[src/rtl/wallace_mac_accumulator.sv]
// Multiply-accumulate behind an 8x8 Wallace-tree multiplier. Each group sum is ready three edges after its last term is accepted.
// Only a second completing group stalls while the first result is unconsumed; the stall holds S1/S2 and drops in_ready.
module wallace_multiplier (
  input  logic [7:0]  a,
  input  logic [7:0]  b,
  output logic [15:0] p
);
  logic [15:0] pp [8];
  logic [15:0] s0, c0, s1, c1, s2, c2, s3, c3, s4, c4, s5, c5;

  always_comb begin
    for (int i = 0; i < 8; i++) begin
      pp[i] = b[i] ? (16'(a) << i) : 16'd0;
    end
  end

  function automatic logic [31:0] csa(input logic [15:0] x, input logic [15:0] y, input logic [15:0] z);
    logic [15:0] s, c;
    s = x ^ y ^ z;
    c = ((x & y) | (x & z) | (y & z)) << 1;
    return {c, s};
  endfunction

  // Rows reduce 8 -> 6 -> 4 -> 3 -> 2 before a single carry-propagate add.
  assign {c0, s0} = csa(pp[0], pp[1], pp[2]);
  assign {c1, s1} = csa(pp[3], pp[4], pp[5]);
  assign {c2, s2} = csa(s0, c0, s1);
  assign {c3, s3} = csa(c1, pp[6], pp[7]);
  assign {c4, s4} = csa(s2, c2, s3);
  assign {c5, s5} = csa(s4, c4, c3);
  assign p = s5 + c5;
endmodule

module wallace_mac_accumulator #(
  parameter int ACC_W = 20,
  parameter int CNT_W = 8
) (
  input  logic             clk,
  input  logic             rst,
  input  logic             in_valid,
  output logic             in_ready,
  input  logic [7:0]       A,
  input  logic [7:0]       B,
  input  logic             in_last,
  output logic             acc_valid,
  input  logic             out_ready,
  output logic [ACC_W-1:0] acc_out,
  output logic [CNT_W-1:0] acc_count,
  output logic             acc_ovf
);
  logic [7:0]       a1, b1;
  logic             last1, v1;
  logic [15:0]      prod, p2;
  logic             last2, v2;
  logic [ACC_W-1:0] acc;
  logic [CNT_W-1:0] cnt, cnt_inc;
  logic             grp_ovf;
  logic [ACC_W:0]   sum;
  logic             advance, take, fire;

  wallace_multiplier u_mul (.a(a1), .b(b1), .p(prod));

  // A completed group in S2 may only retire once the result register is free or being consumed.
  assign advance  = !(v2 && last2 && acc_valid && !out_ready);
  assign in_ready = advance && !rst;
  assign take     = in_valid && in_ready;
  assign fire     = v2 && advance;
  assign sum      = {1'b0, acc} + (ACC_W+1)'(p2);
  assign cnt_inc  = (cnt == {CNT_W{1'b1}}) ? cnt : cnt + CNT_W'(1);

  always_ff @(posedge clk) begin
    if (rst) begin
      a1        <= '0;
      b1        <= '0;
      last1     <= 1'b0;
      v1        <= 1'b0;
      p2        <= '0;
      last2     <= 1'b0;
      v2        <= 1'b0;
      acc       <= '0;
      cnt       <= '0;
      grp_ovf   <= 1'b0;
      acc_valid <= 1'b0;
      acc_out   <= '0;
      acc_count <= '0;
      acc_ovf   <= 1'b0;
    end else begin
      if (advance) begin
        a1    <= A;
        b1    <= B;
        last1 <= in_last;
        v1    <= take;
        p2    <= prod;
        last2 <= last1;
        v2    <= v1;
      end
      if (fire) begin
        if (last2) begin
          acc_out   <= sum[ACC_W-1:0];
          acc_count <= cnt_inc;
          acc_ovf   <= grp_ovf | sum[ACC_W];
          acc       <= '0;
          cnt       <= '0;
          grp_ovf   <= 1'b0;
        end else begin
          acc     <= sum[ACC_W-1:0];
          cnt     <= cnt_inc;
          grp_ovf <= grp_ovf | sum[ACC_W];
        end
      end
      if (fire && last2) begin
        acc_valid <= 1'b1;
      end else if (acc_valid && out_ready) begin
        acc_valid <= 1'b0;
      end
    end
  end
endmodule

[config.mk]
export PLATFORM = sky130hd
export DESIGN_NAME = wallace_mac_accumulator
export DESIGN_NICKNAME = d
export VERILOG_FILES = /design/src/rtl/wallace_mac_accumulator.sv
export SDC_FILE = /design/constraint.sdc
export NUM_CORES = 1
export LEC_CHECK = 0
export ABC_CLOCK_PERIOD_IN_PS = 4100
export BUFFER_PORTS_ARGS = -buffer_cell sky130_fd_sc_hd__buf_2
export CAP_MARGIN = 20
export CORE_MARGIN = 2
export CORE_UTILIZATION = 55
export CTS_CLUSTER_SIZE = 40
export DETAILED_ROUTE_END_ITERATION = 7
export PLACE_DENSITY = 0.86
export SYNTH_ARGS = -nofsm -noshare
export SYNTH_HDL_FRONTEND = slang
export SYNTH_SLANG_ARGS = --single-unit
export TNS_END_PERCENT = 20
[constraint.sdc]
create_clock -name clk -period 4.1 [get_ports clk]
set_input_delay 0.41 -clock clk [delete_from_list [all_inputs] [get_ports clk]]
set_output_delay 0.41 -clock clk [all_outputs]
set_load 0.02 [all_outputs]
==> results.yml <==
pwr:
  p_total_mw: 2.17
  power_switching_uw: 594
  power_density_nw_per_um2: 300
  vdd_drop_max_v: 0.000253
  leakage_nw: 3.18
  power.internal_mw: 1.58
  swShare_pct: 27.4
  power.share.combinational_pct: 16.0
  p_seq_share_pct: 45.4
  clock_power_share_pct: 38.7
global_routing:
  grt_pass1_wl_microns: 24300
  grt_max_degree: 55
  track_usage_pct: 23.5
  grt_remaining_overflow: 0
  antenna_found_initial: 0
  grt_pass1_vias: 5261
yosys:
  synth_top_area_cell: "dfxtp_1"
  synthesis.nets: 858
  avgSynthCellArea_sq_um: 8.32
  synth_top_cell_area_share_pct: 30.3
  synthTopCellsByCount: "nand2_1, dfxtp_1, a21oi_1"
  synthesis.area_sq_um: 6280
  ys_types: 60
  synthCells: 755
  yosysWarnings: 0
  synth-seq-area-share_pct: 30.3
  synth_edf_count: 0
  synth.most_common_cell: "nand2_1"
  ys_ff_latch: 95
  yosys_most_used_dff: "dfxtp_1"
  async_reset_ff_share_pct: 0
  synth_area_leaders: "dfxtp_1, fa_1, ha_1"
die:
  ioPinCount: 52
  dieWidth_microns: 111
  initial_core_util_pct: 55.7
  rows: 39
  die_h_microns: 111
  core_area_sq_um: 11300
  die_area_sq_um: 12300
routing:
  dr.pass1.iters: 5
  avgRoutedWirePerCell_microns: 15.2
  wirelength_microns: 14600
  drtIter0Drc: 408
  ant_nets: 0
  vias: 5536
  drt-vias-per-instance: 5.78
  drc: 0
run:
  drv_cap: 0
cts:
  insertion_delay_ps: 360
  cts_max_level: 3
  cts_buffers: 9
  cts_tree: "built"
  root_buffer: "clkbuf_16"
  cts.sinks: 95
  cts_max_path_buffers: 2
  clk_pin_slew_worst_paths_ps: 70
  cts_hold_buf: 0
timing:
  setup_tns_ps: 0
  timing.fmax_ghz: 0.249
  fin_crit_ps: 4020
  timing.final.crit_share_pct: 98.0
  finalSetupViolCount: 0
  rsz0062_at_grt: "yes"
  slew_headroom_pct: 37.7
  skew_ps: 10.3
  worst_pin_slew_ps: 932
  slew_violations: 0
  hold_viol_final: 0
layout:
  final_nets: 914
  syn2layout_area_growth_pct: 14.9
  num-fill-cells: 848
  drive_above_1_share_pct: 18.4
  diodes: 0
worst_setup_path:
  path_class: "flip-flop to flip-flop"
  crit_slowest_cell: "fa_1"
  reg2reg_depth: 16
  arrival_ps: 4300
  r2r_slack_ps: 80
  cp_cell_sequence: "and2_4 > fa_1 > inv_1 > fa_1 > inv_1 > fa_1 > ha_4 > ha_4 > fa_2 > a21o_1 > a21oi_4 > o21ai_2 > a31oi_1 > xnor2_1 > nand2_1 > a21oi_1"
  critPathLaunchType: "flip-flop"
  critPathBufInv: 2
  cpLargestDelayFamily: "adder cells"
  path_depth: 16
  cp_max_fo: 8
  crit_top_cell: "fa_1"
  required_ps: 4380
  cpPeakStageDelay_ps: 540
  end_kind: "flip-flop"
hold_path:
  whs_path_depth: 3
  min_path_type: "input port to flip-flop"
run_status:
  status: "finished, final reports clean"
placed_design:
  gp_congestion: 0.938
  port-buffer-count: 51
  hpwlAfterDp_microns: 9950
[metrics by stage]
step / area, sq um / hold WS [ps] / instances / utilization, % / setup slack [ps]
6_report: 7220 / 287 / 958 / 64.0 / 83.0
5_1_grt: 7220 / 304 / 958 / 64.0 / -44.4
4_1_cts: 7050 / 284 / 953 / 62.6 / 0.252
3_5_place_dp: 6750 / 441 / 938 / 59.9 / -133
3_3_place_gp: 6750 / 437 / 938 / 59.9 / -2.23
2_1_floorplan: 6290 / 426 / 755 / - / 20.3
[cell type report]
| cell class | count | area, sq um | share of cell area, % |
|---|---|---|---|
| clock buffer | 10 | 229 | 3.17 |
| sequential | 95 | 1920 | 26.7 |
| multi-input combinational | 575 | 4150 | 57.5 |
| inverter | 45 | 169 | 2.34 |
| timing repair buffer | 85 | 510 | 7.07 |
| clock inverter | 5 | 57.6 | 0.797 |
| tap | 143 | 179 | 2.48 |
[metal layers]
metal  share of wire [%]  GRT usage, %  vias to the layer above
li1                    -             -                     2678
met1                  43          30.2                     2662
met2                  49          39.2                      163
met3                 5.1          4.70                       33
met4                 2.9          9.00                        0
met5                   0             0                        -
[cell usage in the layout, fill, tap and decap left out, types with 10 or more instances in the layout]
master / count
a211oi_1: 10
a21o_1: 10
a21oi_1: 75
a22oi_1: 10
and2_1: 44
buf_2: 51
buf_4: 34
dfxtp_1: 83
fa_1: 34
ha_1: 37
inv_1: 41
nand2_1: 135
nand3_1: 21
nor2_1: 43
nor3_1: 16
o21ai_0: 17
xnor2_1: 18
[worst paths after layout]
check	start	to
max reg2reg	b1[3]$_SDFFE_PP0N_	p2[13]$_SDFFE_PP0N_
max	b1[3]$_SDFFE_PP0N_	p2[13]$_SDFFE_PP0N_
min reg2reg	acc_count[6]$_SDFFE_PP0P_	acc_count[6]$_SDFFE_PP0P_
min	A[2]	a1[2]$_SDFFE_PP0N_
[power groups by stage]
| stage | registers, mW | clock network (mW) | logic [mW] |
|---|---|---|---|
| 2_1_floorplan | 0.992 | 0 | 0.223 |
| 3_3_place_gp | 1.00 | 0 | 0.297 |
| 3_5_place_dp | 1.00 | 0 | 0.304 |
| 4_1_cts | 0.983 | 0.843 | 0.310 |
| 5_1_grt | 0.987 | 0.886 | 0.385 |
| 6_report | 0.984 | 0.839 | 0.346 |
[state kept, by name, indices dropped and copies added (netlist names), 8 cells and up]
name / cells
acc_out: 20
a1: 8
acc: 20
b1: 8
p2: 16
acc_count: 8
cnt: 8
[worst min-delay path, delay by kind of cell]
kind                   cells  cell delay [ps]
AO/OA/AOI/OAI              1               50
AND/OR/NAND/NOR            1               40
buffers and inverters      1              100
[logic make-up after synthesis]
kind of cell,Yosys count,share of synthesized area [%]
compound gates,166,16.4
xor+xnor,24,3.35
fa+ha+maj,82,21.1
buf+inv,85,5.76
flops,95,30.3
mux,3,0.478
simple gates,300,22.6
[what timing repair did]
action                     in CTS  in global routing
pin swaps                       2                 25
setup buffers                   0                  5
setup endpoints to repair       4                  7
hold endpoints to repair        0                  0
resized for setup               9                 35
No activity file was read; power rests on OpenSTA's default activity.
